**config.mk**
```make
export PLATFORM = sky130hd
export DESIGN_NAME = fft_wb_arbiter_flat
export DESIGN_NICKNAME = d
export VERILOG_FILES = /design/src/rtl/wb_pkg.sv /design/src/rtl/fft_wb_arbiter_if.sv /design/src/rtl/wb_watchdog.sv /design/src/rtl/fft_wb_arbiter.sv /design/src/flat_wrapper.sv
export SDC_FILE = /design/constraint.sdc
export NUM_CORES = 1
export LEC_CHECK = 0
export BUFFER_PORTS_ARGS = -buffer_cell sky130_fd_sc_hd__buf_2
export CAP_MARGIN = 20
export CORE_AREA = 3 3 124 126
export DETAILED_ROUTE_END_ITERATION = 10
export DIE_AREA = 0 0 127 129
export GPL_TIMING_DRIVEN = 0
export MAX_ROUTING_LAYER = met4
export SYNTH_ARGS = -nofsm -noshare
export SYNTH_HDL_FRONTEND = slang
export SYNTH_SLANG_ARGS = --single-unit
```
**constraint.sdc**
```tcl
create_clock -name clk -period 1.9 [get_ports clk]
set_clock_uncertainty 0.05 [all_clocks]
set_input_delay 0.19 -clock clk [delete_from_list [all_inputs] [get_ports clk]]
set_output_delay 0.19 -clock clk [all_outputs]
set_load 0.01 [all_outputs]
```
**src/rtl/wb_pkg.sv**
```systemverilog
// wb_pkg: shared Wishbone widths, FFT base address and arbiter state encoding
package wb_pkg;
  localparam int DW = 32;
  localparam int SW = 4;
  localparam logic [31:0] WB_FFT_BASE = 32'h1003_0000;
  localparam logic [1:0] ST_IDLE = 2'd0;
  localparam logic [1:0] ST_OWN0 = 2'd1;
  localparam logic [1:0] ST_OWN1 = 2'd2;
  localparam logic [1:0] ST_ERR  = 2'd3;
endpackage

```
**src/rtl/fft_wb_arbiter_if.sv**
```systemverilog
// fft_wb_arbiter_if: classic Wishbone bus bundle with master and slave views
interface fft_wb_arbiter_if #(parameter int AW = 32);
  import wb_pkg::*;
  logic cyc;
  logic stb;
  logic we;
  logic [AW-1:0] adr;
  logic [DW-1:0] dat_w;
  logic [SW-1:0] sel;
  logic [DW-1:0] dat_r;
  logic ack;
  logic err;
  modport master(output cyc, stb, we, adr, dat_w, sel, input dat_r, ack, err);
  modport slave(input cyc, stb, we, adr, dat_w, sel, output dat_r, ack, err);
endinterface

```
**src/rtl/wb_watchdog.sv**
```systemverilog
// wb_watchdog: counts unacknowledged strobe cycles and flags expiry at TIMEOUT-1
module wb_watchdog #(parameter int TIMEOUT = 255) (
  input  logic clk,
  input  logic rst,
  input  logic en,
  input  logic stb,
  input  logic ack,
  output logic expired
);
  localparam int W = $clog2(TIMEOUT);
  logic [W-1:0] wd_cnt;
  // an ack on the limit cycle suppresses expiry
  assign expired = en & stb & ~ack & (wd_cnt == W'(TIMEOUT - 1));
  always_ff @(posedge clk or posedge rst)
    if (rst) wd_cnt <= '0;
    else wd_cnt <= (!en || !stb || ack || expired) ? '0 : wd_cnt + 1'b1;
endmodule

```
**src/rtl/fft_wb_arbiter.sv**
```systemverilog
// fft_wb_arbiter: round-robin two-master Wishbone arbiter in front of the FFT core
module fft_wb_arbiter
  import wb_pkg::*;
#(
  parameter int TIMEOUT = 255,
  parameter int AW = 32
) (
  input  logic clk,
  input  logic rst,
  fft_wb_arbiter_if.slave  m0,
  fft_wb_arbiter_if.slave  m1,
  fft_wb_arbiter_if.master s,
  output logic [1:0] grant
);
  logic [1:0] st, st_nx;
  logic last;
  logic own0, own1, in_err, expired;
  logic [AW-1:0] adr_mux;
  assign own0 = st == ST_OWN0;
  assign own1 = st == ST_OWN1;
  assign in_err = st == ST_ERR;
  assign grant = {own1, own0};
  // tie goes to whichever master did not win the previous grant
  always_comb begin
    st_nx = st;
    case (st)
      ST_IDLE: st_nx = (m0.cyc && (!m1.cyc || last)) ? ST_OWN0 : m1.cyc ? ST_OWN1 : ST_IDLE;
      ST_OWN0: st_nx = !m0.cyc ? ST_IDLE : expired ? ST_ERR : ST_OWN0;
      ST_OWN1: st_nx = !m1.cyc ? ST_IDLE : expired ? ST_ERR : ST_OWN1;
      default: st_nx = ST_IDLE;
    endcase
  end
  always_ff @(posedge clk or posedge rst)
    if (rst) begin
      st <= ST_IDLE;
      last <= 1'b1;
    end else begin
      st <= st_nx;
      last <= (st_nx == ST_OWN0) ? 1'b0 : (st_nx == ST_OWN1) ? 1'b1 : last;
    end
  wb_watchdog #(.TIMEOUT(TIMEOUT)) u_wd (
    .clk(clk),
    .rst(rst),
    .en(own0 | own1),
    .stb(s.stb),
    .ack(s.ack),
    .expired(expired)
  );
  assign adr_mux = own0 ? m0.adr : own1 ? m1.adr : '0;
  assign s.adr = adr_mux;
  assign s.cyc = own0 ? m0.cyc : own1 & m1.cyc;
  assign s.stb = own0 ? m0.stb : own1 & m1.stb;
  assign s.we = own0 ? m0.we : own1 & m1.we;
  assign s.dat_w = own0 ? m0.dat_w : own1 ? m1.dat_w : '0;
  assign s.sel = own0 ? m0.sel : own1 ? m1.sel : '0;
  assign m0.ack = own0 & s.ack & m0.stb;
  assign m1.ack = own1 & s.ack & m1.stb;
  assign m0.dat_r = own0 ? s.dat_r : '0;
  assign m1.dat_r = own1 ? s.dat_r : '0;
  // last always names the master whose transfer timed out
  assign m0.err = in_err & ~last;
  assign m1.err = in_err & last;
endmodule

```
**src/flat_wrapper.sv**
```systemverilog
// flat-port wrapper written by rule: the top's interface ports become plain ports
module fft_wb_arbiter_flat import wb_pkg::*;
#(
  parameter int TIMEOUT = 255,
  parameter int AW = 32
)
  (clk, rst, grant, m0_cyc, m0_stb, m0_we, m0_adr, m0_dat_w, m0_sel, m0_dat_r, m0_ack, m0_err, m1_cyc, m1_stb, m1_we, m1_adr, m1_dat_w, m1_sel, m1_dat_r, m1_ack, m1_err, s_cyc, s_stb, s_we, s_adr, s_dat_w, s_sel, s_dat_r, s_ack, s_err);
  fft_wb_arbiter_if #(.AW(AW)) m0_i ();
  fft_wb_arbiter_if #(.AW(AW)) m1_i ();
  fft_wb_arbiter_if #(.AW(AW)) s_i ();
  input  logic clk;
  input  logic rst;
  output logic [1:0] grant;
  input wire logic [$bits(m0_i.cyc)-1:0] m0_cyc;
  input wire logic [$bits(m0_i.stb)-1:0] m0_stb;
  input wire logic [$bits(m0_i.we)-1:0] m0_we;
  input wire logic [$bits(m0_i.adr)-1:0] m0_adr;
  input wire logic [$bits(m0_i.dat_w)-1:0] m0_dat_w;
  input wire logic [$bits(m0_i.sel)-1:0] m0_sel;
  output wire logic [$bits(m0_i.dat_r)-1:0] m0_dat_r;
  output wire logic [$bits(m0_i.ack)-1:0] m0_ack;
  output wire logic [$bits(m0_i.err)-1:0] m0_err;
  input wire logic [$bits(m1_i.cyc)-1:0] m1_cyc;
  input wire logic [$bits(m1_i.stb)-1:0] m1_stb;
  input wire logic [$bits(m1_i.we)-1:0] m1_we;
  input wire logic [$bits(m1_i.adr)-1:0] m1_adr;
  input wire logic [$bits(m1_i.dat_w)-1:0] m1_dat_w;
  input wire logic [$bits(m1_i.sel)-1:0] m1_sel;
  output wire logic [$bits(m1_i.dat_r)-1:0] m1_dat_r;
  output wire logic [$bits(m1_i.ack)-1:0] m1_ack;
  output wire logic [$bits(m1_i.err)-1:0] m1_err;
  output wire logic [$bits(s_i.cyc)-1:0] s_cyc;
  output wire logic [$bits(s_i.stb)-1:0] s_stb;
  output wire logic [$bits(s_i.we)-1:0] s_we;
  output wire logic [$bits(s_i.adr)-1:0] s_adr;
  output wire logic [$bits(s_i.dat_w)-1:0] s_dat_w;
  output wire logic [$bits(s_i.sel)-1:0] s_sel;
  input wire logic [$bits(s_i.dat_r)-1:0] s_dat_r;
  input wire logic [$bits(s_i.ack)-1:0] s_ack;
  input wire logic [$bits(s_i.err)-1:0] s_err;
  assign m0_i.cyc = m0_cyc;
  assign m0_i.stb = m0_stb;
  assign m0_i.we = m0_we;
  assign m0_i.adr = m0_adr;
  assign m0_i.dat_w = m0_dat_w;
  assign m0_i.sel = m0_sel;
  assign m0_dat_r = m0_i.dat_r;
  assign m0_ack = m0_i.ack;
  assign m0_err = m0_i.err;
  assign m1_i.cyc = m1_cyc;
  assign m1_i.stb = m1_stb;
  assign m1_i.we = m1_we;
  assign m1_i.adr = m1_adr;
  assign m1_i.dat_w = m1_dat_w;
  assign m1_i.sel = m1_sel;
  assign m1_dat_r = m1_i.dat_r;
  assign m1_ack = m1_i.ack;
  assign m1_err = m1_i.err;
  assign s_cyc = s_i.cyc;
  assign s_stb = s_i.stb;
  assign s_we = s_i.we;
  assign s_adr = s_i.adr;
  assign s_dat_w = s_i.dat_w;
  assign s_sel = s_i.sel;
  assign s_i.dat_r = s_dat_r;
  assign s_i.ack = s_ack;
  assign s_i.err = s_err;
  fft_wb_arbiter #(.TIMEOUT(TIMEOUT), .AW(AW)) u_core (.clk(clk), .rst(rst), .m0(m0_i), .m1(m1_i), .s(s_i), .grant(grant));
endmodule
```
Word-level counts from Yosys, hierarchy flattened
Cells that the tools add are included.

Output and inout bits: 141. Register bits after elaboration: 11. Bits of input ports: 178. Logic and storage cells: 56.

Multiplexer cells: 21. Reductions and logical operators: 10. Add/sub/neg operators: 1. Equality and inequality tests: 6. Bitwise operators: 15.

Operator list (number): $mux 32 (6); $and 1x1->1 (12); $mux 2 (5); $add 8x1->8 const B (1); $eq 8x8->1 const B (1); $mux 4 (2); $mux 8 (1); $eq 2x2->1 const B (3); $mux 1 (6); $pmux 2 s3 (1); $eq 2x1->1 const B (2); $logic_or 1x1->1 (4); $logic_not 1->1 (3); $logic_not 2->1 (1); $not 1->1 (2); $reduce_bool 2->1 (1); $logic_and 1x1->1 (1); $or 1x1->1 (1).

Logic depth before layout (Yosys ltp)
Gate-level depths: netlist of run 1.

Depth after elaboration: 12. Depth in mapped cells: 9. Gate-level depth less buffers: 7.

Hierarchy
Synthesis of run 1 repeated with hierarchy kept, for this count alone.

Cell total of the unflattened synthesis: 370. Area total of the unflattened synthesis: 2138.3 sq um.

Modules (own cells, without submodules): fft_wb_arbiter (times used 1, cells an instance 328, area an instance 1717.9 sq um, sequential area each 76.3 sq um); wb_watchdog (times used 1, cells an instance 42, area an instance 420.4 sq um, sequential area each 200.2 sq um).

Least setup slack after synthesis of run 1
OpenSTA, ideal clock, no wires.

Kind: register to register. From: register u_core.st[1]. To: register u_core.last. Period minus slack after synthesis: 2079 ps. Setup slack: -179 ps. Data required time: 1775 ps. Buffers on the path: 1. Setup time: 75 ps. Stages on the path, launching flop included: 9. Data arrival time: 1954 ps. Path through: dfrtp_1 inv_1 ha_1 buf_2 nand3b_4 a211o_1 o31a_1 ha_1 mux2i_1.

Elaborated cells on any way between the ends: 18. Those cells by class: eq/ne (4); mux (7); bitwise (5); reduce/logical (2).

RTL lines: start, declared (line fft_wb_arbiter.sv:15) `logic [1:0] st, st_nx;`; start signal, assigned (line fft_wb_arbiter.sv:38) `st <= st_nx;`; $eq 2x1->1 * (line fft_wb_arbiter.sv:19) `assign own0 = st == ST_OWN0;`; net u_core.own0 (line fft_wb_arbiter.sv:17) `logic own0, own1, in_err, expired;`; $or 1x1->1 or $mux 1 (tied branches) (line fft_wb_arbiter.sv:44, fft_wb_arbiter.sv:52); $and 1x1->1 (3 in series) (line wb_watchdog.sv:13) `assign expired = en & stb & ~ack & (wd_cnt == W'(TIMEOUT - 1));`; $mux 1 or $mux 2 (tied branches) (line fft_wb_arbiter.sv:29, fft_wb_arbiter.sv:28); $mux 2, on equally long branches (line fft_wb_arbiter.sv:29, fft_wb_arbiter.sv:28); $pmux 2 s3 * (line fft_wb_arbiter.sv:26) `case (st)`; $eq 2x1->1 or $eq 2x2->1 (tied branches) (line fft_wb_arbiter.sv:39) `last <= (st_nx == ST_OWN0) ? 1'b0 : (st_nx == ST_OWN1) ? 1'b1 : last;`; $mux 1 or $reduce_bool 2->1 (tied branches); end signal, assigned (line fft_wb_arbiter.sv:39); end, declared (line fft_wb_arbiter.sv:16) `logic last;`.

Mark *: on every way through the listed nets, which the timed path passes. The rest lies on a longest branch. A chain may end at the register's enable or synchronous reset.

Worst setup path after layout of run 1
From: register u_core.st[0]. To: register u_core.last.

Same word-level chain as after synthesis.

==> results of run 1 <==
[critical path, delay by kind of cell, from the launching register on]
| kind | cells | cell delay, ns |
|---|---|---|
| compound gates | 2 | 0.56 |
| mux | 1 | 0.18 |
| fa+ha+maj | 2 | 0.47 |
| flops | 1 | 0.44 |
| simple gates | 1 | 0.15 |
| buf+inv | 1 | 0.14 |
[cells by family after synthesis]
group | count (synthesis)
DFF | 11
and+or+nand+nor | 98
AOI/OAI and AO/OA | 87
xor gates and xnor gates | 1
muxes | 1
buffers and inverters | 34
adders and majority gates | 8
[Yosys cell counts, drive strengths merged, types with 2 or more instances]
| cell | number | area [sq um] |
|---|---|---|
| a21oi | 4 | 20.0 |
| a22o | 70 | 613 |
| a31oi | 2 | 12.5 |
| and2 | 66 | 413 |
| and3 | 4 | 25.0 |
| buf | 13 | 76.3 |
| clkbuf | 15 | 56.3 |
| dfrtp | 10 | 250 |
| ha | 8 | 100 |
| inv | 6 | 22.5 |
| nand2 | 3 | 11.3 |
| nand2b | 3 | 18.8 |
| nand3 | 4 | 20.0 |
| nand3b | 2 | 27.5 |
| nand4 | 3 | 18.8 |
| nor2b | 4 | 25.0 |
| nor3 | 6 | 30.0 |
| o21ai | 3 | 15.0 |
[cells in the final DEF, fill, tap and decap left out, types with 3 or more instances in the layout]
| cell | count |
|---|---|
| a21oi_1 | 4 |
| a22o_1 | 69 |
| buf_12 | 3 |
| nand4_1 | 3 |
| clkbuf_8 | 3 |
| buf_2 | 307 |
| dfrtp_1 | 8 |
| inv_1 | 4 |
| buf_1 | 3 |
| buf_6 | 9 |
| and3_1 | 4 |
| buf_8 | 7 |
| o21ai_0 | 3 |
| ha_1 | 6 |
| nor2b_1 | 3 |
| clkbuf_16 | 10 |
| nand2_1 | 3 |
| nand2b_1 | 3 |
| nor3_1 | 6 |
| and2_1 | 66 |
| buf_4 | 13 |
| nand3_1 | 4 |
| clkbuf_1 | 3 |
[per-layer routing]
layer / GRT usage (%) / wire (um) / vias up
met5: - / 0 / -
met1: 15.0 / 4620 / 1472
met3: 1.91 / 989 / 7
met4: 1.51 / 57 / 0
met2: 22.5 / 6050 / 217
li1: - / - / 1555
[report_power, final]
group          switching (mW)  leakage (nW)  internal [mW]
clock network           0.105        0.0382          0.282
logic                    1.85          2.34           2.01
registers              0.0334         0.145          0.272
total                    1.98          2.52           2.56
[through the flow]
step	area (sq um)	setup TNS [ns]	total power [mW]
after floorplan	1910	-0.0478	2.10
after global routing	4290	-13.14	4.90
after CTS	4010	-13.48	4.19
after detailed placement	3730	-26.17	3.46
after global placement	3730	-24.22	3.47
final	4290	-6.74	4.55
[path summary, 6_finish.rpt]
| kind | startpoint | end | slack (ns) | cells past startpoint |
|---|---|---|---|---|
| worst max-delay path | u_core.st[0] | u_core.last | -0.17 | 7 |
| worst min-delay path | m0_cyc | u_core.st[0] | 0.26 | 3 |
| worst max register to register | u_core.st[0] | u_core.last | -0.17 | 7 |
| worst min register to register | u_core.last | u_core.last | 0.44 | 2 |
| max in group asynchronous | rst | u_core.last | 1.02 | 3 |
| min in group asynchronous | rst | u_core.u_wd.wd_cnt[4] | 0.44 | 3 |
[final cells by class]
cell class / instances / share of cell area (%)
Clock buffer: 4 / 1.84
Timing Repair Buffer: 331 / 43.9
Inverter: 6 / 0.525
Sequential cell: 11 / 6.51
Tap cell: 184 / 5.37
Buffer: 26 / 6.39
Multi-Input combinational cell: 195 / 35.4
[timing repair]
item	CTS	global route
hold buffers	1	0
pin swaps	2	4
cloned	0	7
endpoints found under the setup margin	134	134
setup buffers	3	3
gates resized for setup	55	33
endpoints found under the hold margin	10	0
[sequential cells by signal, summed over array words and instances (netlist names)]
name	cells
u_core.st	2
u_core.u_wd.wd_cnt	8
u_core.last	1
==> impl_metrics.tcl, run 1 <==
set metrics [dict create \
    status "finished, violations left" \
    failed_checks "negative setup slack" \
    worst_slack_ns -0.169 \
    synth_area_sq_um 1900 \
    synth_fp_nets 426 \
    die-area_sq_um 16400 \
    pre_cts_slack_ns -0.413 \
    synthFlopType "dfrtp_1" \
    hold_viol 0 \
    grt_pass1_wl_um 15600 \
    worst_pin_slew_ns 0.556 \
    core_sq_um 14400 \
    final_antenna_net_count 0 \
    multiInputGateArea_sq_um 1520 \
    dpl.hpwl_um 9940 \
    die_width_um 127 \
    synthMuxAreaShare_pct 0.526 \
    drive_above_1_share_pct 64.0 \
    io_buffer_count 317 \
    fin_crit_ns 2.07 \
    die_y_um 129 \
    drt-total-wl_um 11700 \
    vdd_drop_max_uv 523 \
    diodes 0 \
    start_util_pct 13.2 \
    synth_top_family_by_area "compound AO/OA/AOI/OAI gates" \
    cts.sinks 11 \
    cap_viol_max_count 0 \
    cts_buffers 3 \
    viasPerCell 4.29 \
    synth-compound-area-share_pct 39.1 \
    grt_usage_pct 12.4 \
    synthCells 240 \
    critPathMaxStageDelay_ns 0.44 \
    tritoncts "yes" \
    rsz0062_at_grt "true" \
    syn2layout_area_growth_pct 125 \
    root_buffer "clkbuf_16" \
    startpoint_type "register" \
    timing.hold.ws_ns 0.256 \
    seq_area_sq_um 279 \
    clkTransAtPathRegs_ns 0.04 \
    power_density_nw_per_um2 1060 \
    fmax_mhz 483 \
    grt_pass1_vias 2908 \
    crit_arrival_ns 2.19 \
    finalSetupViolations 71 \
    wl_per_cell_um 15.5 \
    crit_slowest_cell "dfrtp_2" \
    vias 3251 \
    final_util_pct 29.7 \
    clk_path_buf_depth 2 \
    cp-end-kind "register" \
    htreeDepth 1 \
    drc 0 \
    synth_xor_area_share_pct 0.460 \
    synthAdderAreaFrac_pct 5.26 \
    dp.cells 741 \
    yosysWarningCount 0 \
    ys_seq_area_share_pct 14.5 \
    rows 44 \
    synth-simple-area-share_pct 32.0 \
    insertion_delay_ns 0.24 \
    required_ns 2.02 \
    synth_edf_count 0 \
    crit_fanout 9 \
    relSlewSlack_pct 62.9 \
    fin_cells 757 \
    fillers 1560 \
    power.leakage_nw 2.52 \
    crit_type "reg -> reg" \
    dr.first_iter.drc_count 121 \
    firstDrtPassIters 4 \
    syn_area_per_cell_sq_um 7.93 \
    ys_seq_elements 11 \
    pin_count 319 \
    fin_crit_sh_pct 109 \
    worstPathCellList "ha_4 > buf_12 > nand3b_4 > a211o_1 > o31a_1 > ha_1 > mux2i_1" \
    grt_max_degree 12 \
    nets 760 \
    gp_congestion 0.805 \
    synth_cell_types 35 \
    synthArstFlopShare_pct 100 \
    grt-ovfl-total 0 \
    grt_antenna_before_repair 0 \
    slew_violations 0 \
    hold_class "in -> reg" \
]
Power figures use the tool's default switching activity.
==> run 2, diff against run 1 <==
--- a/config.mk
+++ b/config.mk
@@ -7,11 +7,15 @@
 export LEC_CHECK = 0
 export BUFFER_PORTS_ARGS = -buffer_cell sky130_fd_sc_hd__buf_2
 export CAP_MARGIN = 20
-export CORE_AREA = 3 3 124 126
+export CELL_PAD_IN_SITES_DETAIL_PLACEMENT = 0
+export CELL_PAD_IN_SITES_GLOBAL_PLACEMENT = 1
+export CORE_ASPECT_RATIO = 0.75
+export CORE_MARGIN = 3
+export CORE_UTILIZATION = 15
 export DETAILED_ROUTE_END_ITERATION = 10
-export DIE_AREA = 0 0 127 129
 export GPL_TIMING_DRIVEN = 0
 export MAX_ROUTING_LAYER = met4
+export PLACE_DENSITY_LB_ADDON = 0.1
 export SYNTH_ARGS = -nofsm -noshare
 export SYNTH_HDL_FRONTEND = slang
 export SYNTH_SLANG_ARGS = --single-unit
==> run 2 against run 1 <==
Total power grew 0.99%. The flow still finishes with violations (negative setup slack). Setup slack gained 0.015 ns. Core utilization grew 5.8 points. Highest routed layer unchanged.
==> impl_metrics.tcl, run 2 (synthesis gave the netlist of run 1 again) <==
set metrics [dict create \
    firstDrtPassIters 4 \
    final_antenna_net_count 0 \
    crit_slowest_cell "dfrtp_2" \
    worstPathCellList "ha_4 > buf_4 > nor2b_4 > buf_12 > buf_6 > a22o_1 > buf_2" \
    failed_checks "negative setup slack" \
    grt_pass1_wl_um 18300 \
    power.leakage_nw 2.54 \
    gp_congestion 0.963 \
    drive_above_1_share_pct 64.6 \
    syn2layout_area_growth_pct 124 \
    fin_crit_sh_pct 108 \
    insertion_delay_ns 0.23 \
    crit_arrival_ns 1.81 \
    drc 0 \
    fin_crit_ns 2.05 \
    critPathMaxStageDelay_ns 0.43 \
    die_y_um 104 \
    io_buffer_count 317 \
    grt_max_degree 12 \
    relSlewSlack_pct 69.4 \
    start_util_pct 15.9 \
    pin_count 319 \
    die_width_um 136 \
    hold_viol 0 \
    fmax_mhz 487 \
    power_density_nw_per_um2 1080 \
    dpl.hpwl_um 11300 \
    drt-total-wl_um 13100 \
    grt-ovfl-total 0 \
    core_sq_um 12000 \
    cts.sinks 11 \
    dr.first_iter.drc_count 143 \
    required_ns 1.66 \
    tritoncts "yes" \
    finalSetupViolations 71 \
    status "finished, violations left" \
    cts_buffers 3 \
    cp-end-kind "output port" \
    wl_per_cell_um 17.6 \
    final_cell_mix "buf_2 (305), a22o_1 (70), and2_1 (66), buf_6 (19), buf_4 (13)" \
    mostFrequentLayoutCell "buf_2" \
    top_register "u_core.u_wd.wd_cnt" \
    worst_pin_slew_ns 0.458 \
    reg_top3 "u_core.u_wd.wd_cnt x8, u_core.st x2, u_core.last x1" \
    clkTransAtPathRegs_ns 0.04 \
    startpoint_type "register" \
    hold_class "in -> reg" \
    rsz0062_at_grt "true" \
    cap_viol_max_count 0 \
    nets 766 \
    rows 34 \
    largest_register_ffs 8 \
    crit_fanout 10 \
    vdd_drop_max_uv 356 \
    clk_path_buf_depth 2 \
    root_buffer "clkbuf_16" \
    grt_pass1_vias 3197 \
    grt_antenna_before_repair 1 \
    viasPerCell 4.34 \
    vias 3223 \
    htreeDepth 1 \
    placed_area_sq_um 3700 \
    die-area_sq_um 14100 \
    grt_usage_pct 17.0 \
    crit_type "reg -> out" \
    slew_violations 0 \
    finalPower_mw 4.59 \
    worst_slack_ns -0.154 \
    design_area_sq_um 4270 \
]
[run 2: cell types whose count changed in the layout (fill, tap and decap cells not counted), sizes merged]
cell    delta
diode      +1
buf        +2
clkbuf     +4
[run 2: repair_timing]
action,in CTS,in global routing
resized for setup,60,24
endpoints found under the setup margin,134,134
cloned,3,5
setup buffers,6,5
pin swaps,4,7
hold buffers,1,0
hold endpoints to repair,10,0
[run 2: worst paths after layout]
kind	startpoint	to	slack (ns)	depth (start not counted)
setup / recovery	u_core.st[0]	s_adr[19]	-0.15	7
min in group asynchronous	rst	u_core.u_wd.wd_cnt[7]	0.46	3
max in group asynchronous	rst	u_core.last	1.00	3
hold reg to reg	u_core.last	u_core.last	0.45	2
hold / removal	m0_cyc	u_core.st[0]	0.28	3
setup reg to reg	u_core.st[0]	u_core.last	-0.15	6
[run 2: per-layer routing]
metal / vias to the layer above / GRT usage, % / wire (um)
met5: - / - / 0
met1: 1457 / 18.6 / 4820
met4: 0 / 2.88 / 172
met2: 184 / 32.0 / 6960
met3: 8 / 3.34 / 1110
li1: 1574 / - / -
[run 2: report_power, final]
| group | internal, mW | leakage (nW) | switching, mW |
|---|---|---|---|
| logic | 2.02 | 2.36 | 1.89 |
| clock network | 0.281 | 0.0382 | 0.0994 |
| registers | 0.271 | 0.147 | 0.0334 |
[run 2: metrics by stage]
step | hold slack, ns | TNS (ns) | std cells | worst slack [ns] | util, %
floorplan | -0.00828 | -0.0478 | 240 | -0.0478 | -
global placement | 0.177 | -19.15 | 719 | -0.342 | 30.9
detailed placement | 0.170 | -21.52 | 719 | -0.381 | 30.9
CTS | 0.277 | -10.93 | 733 | -0.199 | 33.7
global route | 0.288 | -13.29 | 742 | -0.240 | 35.6
finish | 0.277 | -7.75 | 742 | -0.154 | 35.6
[run 2: worst max-delay path: cells and delay by family (launching register included)]
kind,cells,cell delay (ns)
AOI/OAI and AO/OA,1,0.15
adders and majority gates,1,0.20
buffers and inverters,4,0.59
DFF,1,0.43
and+or+nand+nor,1,0.21
[run 2: cell type report]
cell class / count / area (sq um)
fill: 1316 / 7730
tap: 162 / 203
sequential: 11 / 278
clock buffer: 4 / 78.8
timing repair buffer: 337 / 1930
multi-input combinational: 195 / 1510
inverter: 6 / 22.5
buffer: 26 / 240
antenna: 1 / 2.50
